**src/rtl/alu_seq_if.sv**
```systemverilog
// Handshake/operand bundle for alu_seq: producer-side valid/ready with operands,
// consumer-side valid/ready with result and flags.
interface alu_seq_if #(
    parameter int WIDTH = 8
);
    logic             in_valid;
    logic             in_ready;
    logic [WIDTH-1:0] A;
    logic [WIDTH-1:0] B;
    logic [3:0]       ALU_Sel;
    logic             out_valid;
    logic             out_ready;
    logic [WIDTH-1:0] Result;
    logic [WIDTH-1:0] Result_Hi;
    logic             Zero;
    logic             Carry;
    logic             Overflow;
    logic             Negative;

    modport master (
        output in_valid, A, B, ALU_Sel, out_ready,
        input  in_ready, out_valid, Result, Result_Hi, Zero, Carry, Overflow, Negative
    );

    modport slave (
        input  in_valid, A, B, ALU_Sel, out_ready,
        output in_ready, out_valid, Result, Result_Hi, Zero, Carry, Overflow, Negative
    );
endinterface

```
**src/rtl/alu_seq.sv**
```systemverilog
// Registered handshaked ALU with single-cycle ops and a shift-add multiplier.
// Define ALU_SEQ_FLAGS_EN to build Carry/Overflow/Negative logic; otherwise they are tied 0.
module alu_seq #(
    parameter int WIDTH = 8,
    parameter int CNT_W = $clog2(WIDTH) + 1
) (
    input logic     clk,
    input logic     rst,
    alu_seq_if.slave bus
);

    localparam logic [0:0] IDLE = 1'b0;
    localparam logic [0:0] MUL  = 1'b1;

    localparam logic [3:0] OP_ADD = 4'd0;
    localparam logic [3:0] OP_SUB = 4'd1;
    localparam logic [3:0] OP_AND = 4'd2;
    localparam logic [3:0] OP_OR  = 4'd3;
    localparam logic [3:0] OP_NOT = 4'd4;
    localparam logic [3:0] OP_XOR = 4'd5;
    localparam logic [3:0] OP_SHL = 4'd6;
    localparam logic [3:0] OP_SHR = 4'd7;
    localparam logic [3:0] OP_MUL = 4'd8;

    logic [0:0]         state_q, state_d;
    logic               out_valid_q, out_valid_d;
    logic [WIDTH-1:0]   result_q, result_d;
    logic [WIDTH-1:0]   result_hi_q, result_hi_d;
    logic               zero_q, zero_d;
    logic [2*WIDTH-1:0] mcand_q, mcand_d;
    logic [2*WIDTH-1:0] acc_q, acc_d;
    logic [WIDTH-1:0]   mplier_q, mplier_d;
    logic [CNT_W-1:0]   count_q, count_d;

    logic               accept;
    logic               consume;
    logic [2*WIDTH-1:0] acc_step;
    logic [CNT_W-1:0]   count_step;
    logic [WIDTH-1:0]   alu_res;
`ifdef ALU_SEQ_FLAGS_EN
    logic               carry_q, carry_d;
    logic               overflow_q, overflow_d;
    logic               alu_carry;
    logic               alu_ovf;
`endif

    // A new op may enter only when idle and the output slot is free or draining this edge.
    assign bus.in_ready = (state_q == IDLE) && (!out_valid_q || bus.out_ready);
    assign accept       = bus.in_valid && bus.in_ready;
    assign consume      = out_valid_q && bus.out_ready;

    assign acc_step   = mplier_q[0] ? acc_q + (mcand_q << count_q) : acc_q;
    assign count_step = count_q + CNT_W'(1);

    always_comb begin
        alu_res = '0;
`ifdef ALU_SEQ_FLAGS_EN
        alu_carry = 1'b0;
        alu_ovf   = 1'b0;
`endif
        case (bus.ALU_Sel)
`ifdef ALU_SEQ_FLAGS_EN
            OP_ADD: begin
                {alu_carry, alu_res} = {1'b0, bus.A} + {1'b0, bus.B};
                alu_ovf = (bus.A[WIDTH-1] == bus.B[WIDTH-1]) && (alu_res[WIDTH-1] != bus.A[WIDTH-1]);
            end
            OP_SUB: begin
                // Bit WIDTH of the extended difference is the unsigned borrow.
                {alu_carry, alu_res} = {1'b0, bus.A} - {1'b0, bus.B};
                alu_ovf = (bus.A[WIDTH-1] != bus.B[WIDTH-1]) && (alu_res[WIDTH-1] != bus.A[WIDTH-1]);
            end
            OP_SHL: {alu_carry, alu_res} = {1'b0, bus.A} << bus.B;
            OP_SHR: {alu_res, alu_carry} = {bus.A, 1'b0} >> bus.B;
`else
            OP_ADD: alu_res = bus.A + bus.B;
            OP_SUB: alu_res = bus.A - bus.B;
            OP_SHL: alu_res = bus.A << bus.B;
            OP_SHR: alu_res = bus.A >> bus.B;
`endif
            OP_AND: alu_res = bus.A & bus.B;
            OP_OR:  alu_res = bus.A | bus.B;
            OP_NOT: alu_res = ~bus.A;
            OP_XOR: alu_res = bus.A ^ bus.B;
            default: alu_res = '0;
        endcase
    end

    always_comb begin
        // NOTE: every _d starts as its _q so no path through this block infers a latch.
        state_d     = state_q;
        out_valid_d = out_valid_q;
        result_d    = result_q;
        result_hi_d = result_hi_q;
        zero_d      = zero_q;
        mcand_d     = mcand_q;
        acc_d       = acc_q;
        mplier_d    = mplier_q;
        count_d     = count_q;
`ifdef ALU_SEQ_FLAGS_EN
        carry_d     = carry_q;
        overflow_d  = overflow_q;
`endif

        if (consume) out_valid_d = 1'b0;

        case (state_q)
            IDLE: begin
                if (accept) begin
                    if (bus.ALU_Sel == OP_MUL) begin
                        state_d  = MUL;
                        mcand_d  = {{WIDTH{1'b0}}, bus.A};
                        mplier_d = bus.B;
                        acc_d    = '0;
                        count_d  = '0;
                    end else begin
                        result_d    = alu_res;
                        result_hi_d = '0;
                        zero_d      = (alu_res == '0);
                        out_valid_d = 1'b1;
`ifdef ALU_SEQ_FLAGS_EN
                        carry_d     = alu_carry;
                        overflow_d  = alu_ovf;
`endif
                    end
                end
            end
            MUL: begin
                acc_d    = acc_step;
                mplier_d = mplier_q >> 1;
                count_d  = count_step;
                // The final partial product lands on the same edge that publishes the result.
                if (count_step == CNT_W'(WIDTH)) begin
                    state_d                 = IDLE;
                    {result_hi_d, result_d} = acc_step;
                    zero_d                  = (acc_step[WIDTH-1:0] == '0);
                    out_valid_d             = 1'b1;
`ifdef ALU_SEQ_FLAGS_EN
                    carry_d                 = |acc_step[2*WIDTH-1:WIDTH];
                    overflow_d              = 1'b0;
`endif
                end
            end
            default: state_d = IDLE;
        endcase
    end

    // NOTE: sequential state uses non-blocking assignments so all flops sample pre-edge values.
    always_ff @(posedge clk or posedge rst) begin
        if (rst) begin
            state_q     <= IDLE;
            out_valid_q <= 1'b0;
            result_q    <= '0;
            result_hi_q <= '0;
            zero_q      <= 1'b0;
            mcand_q     <= '0;
            acc_q       <= '0;
            mplier_q    <= '0;
            count_q     <= '0;
        end else begin
            state_q     <= state_d;
            out_valid_q <= out_valid_d;
            result_q    <= result_d;
            result_hi_q <= result_hi_d;
            zero_q      <= zero_d;
            mcand_q     <= mcand_d;
            acc_q       <= acc_d;
            mplier_q    <= mplier_d;
            count_q     <= count_d;
        end
    end

    assign bus.out_valid = out_valid_q;
    assign bus.Result    = result_q;
    assign bus.Result_Hi = result_hi_q;
    assign bus.Zero      = zero_q;

`ifdef ALU_SEQ_FLAGS_EN
    always_ff @(posedge clk or posedge rst) begin
        if (rst) begin
            carry_q    <= 1'b0;
            overflow_q <= 1'b0;
        end else begin
            carry_q    <= carry_d;
            overflow_q <= overflow_d;
        end
    end

    assign bus.Carry    = carry_q;
    assign bus.Overflow = overflow_q;
    assign bus.Negative = result_q[WIDTH-1];
`else
    assign bus.Carry    = 1'b0;
    assign bus.Overflow = 1'b0;
    assign bus.Negative = 1'b0;
`endif

endmodule
```
**src/flat_wrapper.sv**
```systemverilog
// flat-port wrapper written by rule: the top's interface ports become plain ports
module alu_seq_flat 
#(
    parameter int WIDTH = 8,
    parameter int CNT_W = $clog2(WIDTH) + 1
)
  (clk, rst, bus_in_valid, bus_A, bus_B, bus_ALU_Sel, bus_out_ready, bus_in_ready, bus_out_valid, bus_Result, bus_Result_Hi, bus_Zero, bus_Carry, bus_Overflow, bus_Negative);
  alu_seq_if #(.WIDTH(WIDTH)) bus_i ();
  input logic clk;
  input logic rst;
  input wire logic [$bits(bus_i.in_valid)-1:0] bus_in_valid;
  input wire logic [$bits(bus_i.A)-1:0] bus_A;
  input wire logic [$bits(bus_i.B)-1:0] bus_B;
  input wire logic [$bits(bus_i.ALU_Sel)-1:0] bus_ALU_Sel;
  input wire logic [$bits(bus_i.out_ready)-1:0] bus_out_ready;
  output wire logic [$bits(bus_i.in_ready)-1:0] bus_in_ready;
  output wire logic [$bits(bus_i.out_valid)-1:0] bus_out_valid;
  output wire logic [$bits(bus_i.Result)-1:0] bus_Result;
  output wire logic [$bits(bus_i.Result_Hi)-1:0] bus_Result_Hi;
  output wire logic [$bits(bus_i.Zero)-1:0] bus_Zero;
  output wire logic [$bits(bus_i.Carry)-1:0] bus_Carry;
  output wire logic [$bits(bus_i.Overflow)-1:0] bus_Overflow;
  output wire logic [$bits(bus_i.Negative)-1:0] bus_Negative;
  assign bus_i.in_valid = bus_in_valid;
  assign bus_i.A = bus_A;
  assign bus_i.B = bus_B;
  assign bus_i.ALU_Sel = bus_ALU_Sel;
  assign bus_i.out_ready = bus_out_ready;
  assign bus_in_ready = bus_i.in_ready;
  assign bus_out_valid = bus_i.out_valid;
  assign bus_Result = bus_i.Result;
  assign bus_Result_Hi = bus_i.Result_Hi;
  assign bus_Zero = bus_i.Zero;
  assign bus_Carry = bus_i.Carry;
  assign bus_Overflow = bus_i.Overflow;
  assign bus_Negative = bus_i.Negative;
  alu_seq #(.WIDTH(WIDTH), .CNT_W(CNT_W)) u_core (.clk(clk), .rst(rst), .bus(bus_i));
endmodule
```
**config.mk**
```make
export PLATFORM = sky130hd
export DESIGN_NAME = alu_seq_flat
export DESIGN_NICKNAME = d
export VERILOG_FILES = /design/src/rtl/alu_seq_if.sv /design/src/rtl/alu_seq.sv /design/src/flat_wrapper.sv
export SDC_FILE = /design/constraint.sdc
export NUM_CORES = 1
export LEC_CHECK = 0
export ABC_AREA = 1
export CAP_MARGIN = 20
export CORE_ASPECT_RATIO = 1.25
export CORE_MARGIN = 1
export CORE_UTILIZATION = 55
export DETAILED_ROUTE_END_ITERATION = 10
export HOLD_SLACK_MARGIN = 0.12
export PLACE_DENSITY = 0.89
export SLEW_MARGIN = 5
export SYNTH_ARGS = -nofsm -noshare
export SYNTH_HDL_FRONTEND = slang
export SYNTH_SLANG_ARGS = --single-unit
```
**constraint.sdc**
```tcl
create_clock -name clk -period 3.7 [get_ports clk]
set_clock_uncertainty 0.2 [all_clocks]
set_input_delay 0.74 -clock clk [delete_from_list [all_inputs] [get_ports clk]]
set_output_delay 0.74 -clock clk [all_outputs]
set_load 0.005 [all_outputs]
```
==> run summary <==
Post-synth top flop -> dfrtp_1
Largest net degree at the start of global routing -> 33
Post-Syn Instances -> 782
P&R area growth vs syn -> 15.1%
Synth async-reset ratio -> 100%
Maximum clock insertion buffer count -> 2
Final #Nets -> 897
Pint -> 2.17 mW
Hold Path Depth -> 2
H-tree levels -> 2
PD cells -> 727 nW/um^2
Design area -> 5960 um^2
Netlist cell types -> 48
Core area -> 9130 um^2
Critical path depth in cells -> 15
Setup Crit Path Kind -> reg2reg
Register share of total power -> 25.0%
Final slew viol count -> 0
Status -> completed
Initial drt markers -> 315
Antenna Nets Post-Route -> 0
Clk root buf -> clkbuf_16
Router iterations before antenna repair -> 5
Max-Cap Viols -> 0
CP required -> 3670 ps
Cells after DPL -> 947
Mapped cell area -> 5180 um^2
Number of cells on the worst reg-to-reg path -> 15
I/O Pins -> 46
CP Cell Sequence -> clkinvlp_4 -> o21ai_0 -> nand2_1 -> nand2_1 -> nor2_1 -> ha_1 -> nand2_1 -> o21ai_0 -> nand2_1 -> o2111ai_1 -> nand3_1 -> nand3_1 -> nand2_1 -> o21ai_0 -> o21ai_0
Area of placed instances -> 5810 um^2
Max incr delay on CP -> 570 ps
Endpoint class of the critical path -> flop
Register area share after synthesis -> 26.6%
Clock power frac -> 11.2%
Hpwl dp -> 11700 um
Filler cell count -> 836
PnR Total Power -> 4.34 mW
Wire per inst -> 15.7 um
Final core utilization -> 65.4%
Worst vdd ir -> 295 uV
Post-CTS Setup Bufs -> 0
Die H -> 111 um
CP most frequent cell -> nand2_1
Inserted Diodes -> 0
Vias in the first global route -> 5296
Max Fanout on Critical Path -> 12
P_leak -> 3.00 nW
PortBufs -> 42
CTS buffer count -> 5
Share of cells above drive strength 1 -> 8.53%
Worst-margin pin slew -> 627 ps
Register Area -> 1380 um^2
Die area -> 9820 um^2
DR vias -> 5497
Final Hold Fails -> 0
WL final -> 14900 um
Syn Area/Cell -> 6.63 um^2
Yosys warns -> 0
CP max stage cell -> dfrtp_1
CP Launch Type -> flop
Comb power frac -> 63.9%
Worst min path class -> reg2reg
Clock Sinks -> 55
Pre-CTS setup slack -> 83.0 ps
Switching power total -> 2.17 mW
EDFF count, synth -> 0
Worst relative slew slack -> 58.0%
Post-route setup slack -> 303 ps
Final Non-Filler Cells -> 955
Gpl congestion -> 1.03
FF+latch count, synth -> 55
Fmax -> 294 MHz
CTS tree -> done
Skew-Pair Late Insertion Delay -> 300 ps
Hold Slack -> 290 ps
Grt total ovfl -> 0
Initial Util -> 56.8%
Setup Viol. Count Final -> 0
Critical path arrival -> 3370 ps
DRC Markers -> 0
Row count -> 39
Worst Path Buf+Inv -> 1
CTS clk-pin slew, worst paths -> 70 ps
First-pass GRT wire length -> 24700 um
Multi-input logic area -> 3290 um^2
Net switching fraction of the power -> 49.9%
CP delay by family, top -> compound AO/OA/AOI/OAI gates
Die Wd -> 88.8 um
Tot GR Track Use -> 32.5%
Vias per cell -> 5.76
Final setup TNS -> 0 ps
Post-layout min period -> 3400 ps
Initial antenna violation count -> 0
Period utilisation layout -> 91.8%
==> final timing paths <==
check                                                     from                                  end  slack, ps
max                              u_core.count_q[1]$_DFFE_PP0P_         u_core.acc_q[14]$_DFFE_PP0P_        300
min                        u_core.bus.Result_Hi[7]$_DFFE_PP0P_  u_core.bus.Result_Hi[7]$_DFFE_PP0P_        290
max reg2reg                      u_core.count_q[1]$_DFFE_PP0P_         u_core.acc_q[14]$_DFFE_PP0P_        300
min reg2reg                u_core.bus.Result_Hi[7]$_DFFE_PP0P_  u_core.bus.Result_Hi[7]$_DFFE_PP0P_        290
max in group asynchronous                                  rst     u_core.bus.Result[4]$_DFFE_PP0P_       1930
min in group asynchronous                                  rst       u_core.mplier_q[2]$_DFFE_PP0P_        570
==> cell usage in the layout (no fill, tap or decap), drive strengths merged, types with 11 or more instances in the layout <==
master         instances
a21oi                 37
buf                   26
clkdlybuf4s50         42
dfrtp                 55
ha                    40
inv                   98
nand2                220
nand3                 78
nand4                 11
nor2                  64
o211ai                12
o21ai                 80
==> Yosys cell counts, drive strengths merged (2+ instances only) <==
library cell / count / area (um^2)
o22ai: 8 / 50.1
clkinv: 2 / 7.51
mux2i: 2 / 20.0
o2111ai: 3 / 26.3
o211ai: 12 / 90.1
ha: 40 / 500
a21oi: 37 / 200
xor2: 9 / 78.8
o21ai: 80 / 400
nand2: 220 / 843
fa: 2 / 40.0
a31oi: 6 / 37.5
o21a: 5 / 37.5
nor3: 3 / 20.0
or2: 2 / 12.5
and2: 2 / 12.5
inv: 97 / 364
o221ai: 3 / 26.3
buf: 21 / 124
nand4: 11 / 81.3
nand3: 78 / 423
a221oi: 3 / 26.3
xnor2: 2 / 17.5
clkbuf: 7 / 28.8
nor2: 64 / 280
dfrtp: 55 / 1380
==> flip-flops by register name, summed over array words and instances, names as in the netlist <==
| register | cells |
|---|---|
| u_core.bus.Result | 8 |
| u_core.mcand_q | 8 |
| u_core.bus.Result_Hi | 8 |
| u_core.bus.Zero | 1 |
| u_core.bus.out_valid | 1 |
| u_core.count_q | 4 |
| u_core.mplier_q | 8 |
| u_core.acc_q | 16 |
| u_core.state_q | 1 |
==> layer usage <==
metal | vias up | share of wire, % | track usage (%)
met5 | - | 0 | 0
met4 | 0 | 5.3 | 18.6
met3 | 57 | 4.8 | 2.24
met2 | 215 | 51 | 57.0
met1 | 2528 | 39 | 37.7
li1 | 2697 | - | -
==> tightest hold or removal path: cells and delay by family, from the launching register on <==
family          cells  cell delay, ps
simple gates        1              50
compound gates      1              50
flops               1             350
==> area by class of cell <==
cell class,count,area share (%)
Sequential cell,55,23.1
Timing Repair Buffer,68,10.3
Tap cell,123,2.58
Multi-Input combinational cell,602,55.2
Inverter,99,6.29
Clock inverter,3,0.399
Clock buffer,5,2.10
==> what timing repair did <==
item / 4_1_cts / 5_1_grt
endpoints found under the setup margin: 0 / 7
resized for setup: 0 / 3
hold buffers: 0 / 0
==> cells by family (layout without fill, tap and decap cells) <==
logic type,Yosys count,in the layout,synth area share [%]
buffers and inverters,127,175,10.1
muxes,2,2,0.386
other,1,3,0.0724
DFF,55,55,26.6
xor gates and xnor gates,11,11,1.86
AOI/OAI and AO/OA,162,162,18.0
adders and majority gates,42,42,10.4
and+or+nand+nor,382,382,32.5
==> power by group through the flow <==
stage | Clock, mW | Sequential, mW | Combinational [mW]
final | 0.484 | 1.08 | 2.77
after floorplan | 0 | 1.00 | 1.99
after detailed placement | 0 | 1.08 | 2.70
after CTS | 0.489 | 1.08 | 2.73
after global placement | 0 | 1.07 | 2.63
after global routing | 0.518 | 1.11 | 3.13
Power figures use the tool's default switching activity.
